## config.mk

```make
export PLATFORM = sky130hd
export DESIGN_NAME = axis_master
export DESIGN_NICKNAME = d
export VERILOG_FILES = /design/src/rtl/axis_master_pkg.sv /design/src/rtl/axis_beat_counter.sv /design/src/rtl/axis_master.sv
export SDC_FILE = /design/constraint.sdc
export NUM_CORES = 1
export LEC_CHECK = 0
export BUFFER_PORTS_ARGS = -buffer_cell sky130_fd_sc_hd__buf_4
export CAP_MARGIN = 10
export CORE_ASPECT_RATIO = 1.1
export CORE_MARGIN = 2
export CORE_UTILIZATION = 40
export DETAILED_ROUTE_END_ITERATION = 10
export PLACE_DENSITY_LB_ADDON = 0.3
export SYNTH_ARGS = -nofsm -noshare
export SYNTH_HDL_FRONTEND = slang
export SYNTH_SLANG_ARGS = --single-unit
```

## constraint.sdc

```tcl
create_clock -name m_axis_clk -period 3.83 [get_ports m_axis_clk]
set_clock_uncertainty 0.05 [all_clocks]
set_input_delay 0.766 -clock m_axis_clk [delete_from_list [all_inputs] [get_ports m_axis_clk]]
set_output_delay 0.766 -clock m_axis_clk [all_outputs]
set_load 0.005 [all_outputs]
```

## src/rtl/axis_master_pkg.sv

```systemverilog
// Shared types and defaults for the axis_master packet source.
package axis_master_pkg;

    localparam int unsigned BEATS_DEF  = 4;
    localparam int unsigned DATA_W_DEF = 8;

    typedef enum logic [0:0] {
        IDLE = 1'b0,
        SEND = 1'b1
    } state_t;

    // Beat counter width, never narrower than one bit.
    function automatic int unsigned cnt_width(input int unsigned beats);
        return (beats > 1) ? $clog2(beats) : 1;
    endfunction

endpackage

```

## src/rtl/axis_beat_counter.sv

```systemverilog
// Beat index within the current packet, with a look-ahead final-beat flag.
module axis_beat_counter
    import axis_master_pkg::*;
#(
    parameter int unsigned BEATS = BEATS_DEF,
    parameter int unsigned CNT_W = cnt_width(BEATS)
) (
    input  logic             clk,
    input  logic             rst_n,
    input  logic             en,
    input  logic             clr,
    output logic [CNT_W-1:0] count,
    output logic             next_last_c
);

    // Clear wins over increment so a packet start always begins at beat 0.
    always_ff @(posedge clk or negedge rst_n) begin
        if (!rst_n) begin
            count <= '0;
        end else if (clr) begin
            count <= '0;
        end else if (en) begin
            count <= count + CNT_W'(1);
        end
    end

    // High when the beat following the current one is the packet's last.
    assign next_last_c = ((32'(count) + 32'd1) == (32'(BEATS) - 32'd1));

endmodule

```

## src/rtl/axis_master.sv

```systemverilog
// AXI4-Stream packet source: each request emits BEATS incrementing bytes.
module axis_master
    import axis_master_pkg::*;
#(
    parameter int unsigned BEATS  = BEATS_DEF,
    parameter int unsigned DATA_W = DATA_W_DEF
) (
    input  logic              m_axis_clk,
    input  logic              m_axis_rstn,
    input  logic [DATA_W-1:0] din,
    input  logic              new_data,
    input  logic              m_axis_tready,
    output logic              m_axis_tvalid,
    output logic [DATA_W-1:0] m_axis_tdata,
    output logic              m_axis_tlast
);

    localparam int unsigned CNT_W = cnt_width(BEATS);

    state_t             state;
    logic [DATA_W-1:0]  base;
    logic [CNT_W-1:0]   count;
    logic               next_last;
    logic               hs;
    logic               start;
    logic               cnt_en;
    logic               cnt_clr;

    assign hs      = m_axis_tvalid && m_axis_tready;
    assign start   = (state == IDLE) && new_data;
    assign cnt_en  = (state == SEND) && hs && !m_axis_tlast;
    assign cnt_clr = start || ((state == SEND) && hs && m_axis_tlast);

    axis_beat_counter #(
        .BEATS (BEATS),
        .CNT_W (CNT_W)
    ) u_cnt (
        .clk         (m_axis_clk),
        .rst_n       (m_axis_rstn),
        .en          (cnt_en),
        .clr         (cnt_clr),
        .count       (count),
        .next_last_c (next_last)
    );

    // Packet FSM with base capture and registered stream outputs.
    always_ff @(posedge m_axis_clk or negedge m_axis_rstn) begin
        if (!m_axis_rstn) begin
            state         <= IDLE;
            base          <= '0;
            m_axis_tvalid <= 1'b0;
            m_axis_tdata  <= '0;
            m_axis_tlast  <= 1'b0;
        end else begin
            case (state)
                IDLE: begin
                    if (new_data) begin
                        base          <= din;
                        m_axis_tdata  <= din;
                        m_axis_tvalid <= 1'b1;
                        m_axis_tlast  <= (BEATS == 1);
                        state         <= SEND;
                    end
                end
                SEND: begin
                    if (hs) begin
                        if (m_axis_tlast) begin
                            m_axis_tvalid <= 1'b0;
                            m_axis_tlast  <= 1'b0;
                            state         <= IDLE;
                        end else begin
                            m_axis_tdata <= base + DATA_W'(count) + DATA_W'(1);
                            m_axis_tlast <= next_last;
                        end
                    end
                end
                default: state <= IDLE;
            endcase
        end
    end

endmodule

```

==> results.md <==
- Most frequent cells after synthesis: 21 x dfrtp_1, 13 x nand2_1, 12 x o21ai_0
- Mean post-synth cell area: ~11 µm²
- Clk pwr share: 15.1%
- FP Rows: 20
- Synth warn: 0
- Boundary Pins: 22
- # nets final: roughly 140
- Hold Slack: 0.262 ns
- Most frequent cell after synthesis: dfrtp_1
- Cell family with most CP delay: adder cells
- Post-synth design cell area: around 1100 µm²
- Clock latency on the worst-skew pair: 0.31 ns
- CP Data Arrival Time: 2.03 ns
- Distinct cell type count after synthesis: 32
- Psw: 240 µW
- Max-slew violation count: 0
- Fin crit share: 48.2%
- Clk root buf: clkbuf_4
- Drt first-iter violations: 9
- Pwr Density: ~560 nW/µm²
- Buffer depth of the longest clock path: 2
- Top FF cell, synth: dfrtp_1
- Post-CTS resize count: 0
- Top cell type by total area after synthesis: dfrtp_1
- DR vias/cell: between 5 and 6
- Syn Inst Count: 103
- # hold bufs at CTS: 0
- Congestion Overflow GR: 0
- H-tree depth: 1
- ANT cells: 0
- Minimum clock period: 1.85 ns
- Setup TNS: 0 ns
- Max Fclk: 0.542 GHz
- Initial antenna violation count: 0
- Area contributors post-synth: dfrtp_1 47%, mux2_2 7.0%, o21ai_0 5.3%, nand2_1 4.3%, mux2i_1 3.6%
- Synth top area share: 46.7%
- Ys async rst share: 100%
- CP Data Required Time: 4.02 ns
- Clock-pin slew on the worst setup and hold paths: 0.13 ns
- Sw Share: 32.9%
- Worst Tran Pin Value: 0.619 ns
- Postcts setup bufs: 0
- Synthesis-stage register bit count: 21
- Initial DRT Pass Iterations: 4
- WP buf/inv: 1
- Final wirelength: around 2.1 mm
- Core footprint: roughly 2700 µm²
- Setup violators final: 0
- Sequential area share after synthesis: a little under half
- Initial Util: between 40% and 50%
- Drt wl/cell: 13.2 µm
- Internal Power: between 400 and 500 µW
- PortBufs: 21
- Die ar.: 3250 µm²
- Largest net degree at the start of global routing: 22
- DRC: 0
- Crit-path slowest cell: fa_1
- Die Height: around 60 µm
- Number of synthesized flops with an enable pin: 0
- Outcome: complete, no violations
- Seq pwr share: 47.0%
- Critical Path End Type: register
- Final hold viol count: 0
- GRT Util Overall: about 15%
- CTS sink count: 21
- Syn nets: 119
- Crit path cell chain: inv_1, ha_1, fa_1, nand3b_1, xnor2_1, mux2i_1, o21ai_0
- MaxCap Viol Count: 0
- Peak supply drop: 0.279 mV
- Die Wd: 54.6 µm
- Type of the tightest min-delay check: in2async
- Worst Path Class, Setup: reg2reg
- RSZ-0062 raised after global routing: no
- TritonCTS clock tree: done
- Via Count: approximately 800
- Half-perimeter wire length after detailed placement: 1.53 mm
- Vias in the first global route: 796
- Leakage: around 0.63 nW
- Slew Limit Headroom: between 50% and 60%
- Crit Path Max Fanout: 4
- Crit path largest cell delay: 0.42 ns
- Routability cong.: a little over 0.7
- Post-route ant nets: 0
- Worst Setup Start Kind: register
- First-pass GRT wire length: roughly 3.6 mm
- Cts bufs inserted: 3
- Area grow syn2layout: 16.7%
- Share of layout cells above drive strength 1: between 20 and 30%
- Combinational power share: 37.9%
[power by group through the flow]
stage | Combinational (mW) | Clock, mW | Sequential (mW)
floorplan | 0.164 | 0 | 0.344
detailed placement | 0.282 | 0 | 0.348
finish | 0.277 | 0.110 | 0.343
CTS | 0.283 | 0.115 | 0.344
global route | 0.317 | 0.124 | 0.354
global placement | 0.278 | 0 | 0.346
[stage by stage]
stage / worst slack, ns / instances / power, mW / utilization (%) / cell area (µm²)
after global placement: 1.94 / 153 / 0.624 / 47.1 / 1280
after CTS: 1.99 / 157 / 0.742 / 48.1 / 1310
after detailed placement: 1.91 / 153 / 0.631 / 47.1 / 1280
final: 1.98 / 157 / 0.730 / 48.1 / 1310
after global routing: 1.85 / 157 / 0.794 / 48.1 / 1310
after floorplan: 2.17 / 103 / 0.507 / - / 1120
[per-layer routing]
metal  part of all wire, %  global-route usage [%]  wire, µm  vias to the layer above
li1                      -                       -         -                      405
met1                    47                    20.5       975                      387
met2                    48                    24.3       992                       15
met3                   3.8                    2.27        78                        4
met4                   1.4                    7.50        30                        0
met5                     0                       0         0                        -
[sequential cells by signal, summed over array words and instances, names as in the netlist]
signal,cells
base,8
u_cnt.count,2
m_axis_tlast,1
state,1
m_axis_tdata,8
m_axis_tvalid,1
[final cells by class]
class / count / area (µm²)
Clock inverter: 1 / 5.00
Inverter: 6 / 22.5
Sequential cell: 21 / 526
Fill cell: 264 / 1420
Timing Repair Buffer: 22 / 165
Tap cell: 33 / 41.3
Clock buffer: 3 / 22.5
Multi-Input combinational cell: 71 / 531
[cell usage in the layout, fill, tap and decap left out, types with 2 or more instances in the layout]
cell	instances
nor2b_1	2
inv_1	6
nand3b_1	3
xnor2_1	2
ha_1	3
a21oi_1	3
nand2_1	13
mux2_2	7
nor2_1	2
o2111ai_1	2
mux2i_1	4
xor2_1	3
buf_4	22
dfrtp_1	21
clkbuf_4	3
o21ai_0	12
[final timing paths]
| check | startpoint | end | slack, ns | cells after the start |
|---|---|---|---|---|
| max | u_cnt.count[0] | m_axis_tdata[4] | 1.98 | 7 |
| max in group asynchronous | m_axis_rstn | base[7] | 3.24 | 1 |
| min in group m_axis_clk | m_axis_tdata[1] | m_axis_tdata[1] | 0.45 | 2 |
| min | m_axis_rstn | u_cnt.count[0] | 0.26 | 1 |
| min reg2reg | m_axis_tdata[1] | m_axis_tdata[1] | 0.45 | 2 |
| max reg2reg | u_cnt.count[0] | m_axis_tdata[4] | 1.98 | 7 |
[worst register-to-register path: stages, from the launching register on]
cell	delay (ns)
dfrtp_1	0.37
inv_1	0.09
ha_1	0.22
fa_1	0.42
nand3b_1	0.20
xnor2_1	0.15
mux2i_1	0.09
o21ai_0	0.18
[kinds of logic after synthesis]
kind of cell | Yosys count | share of synthesized area [%]
flops | 21 | 46.7
xor+xnor | 5 | 3.89
buf+inv | 11 | 6.12
fa+ha+maj | 4 | 5.12
mux | 11 | 10.6
simple gates | 26 | 13.6
compound gates | 25 | 14.0
(Power assumes the default switching activity.)
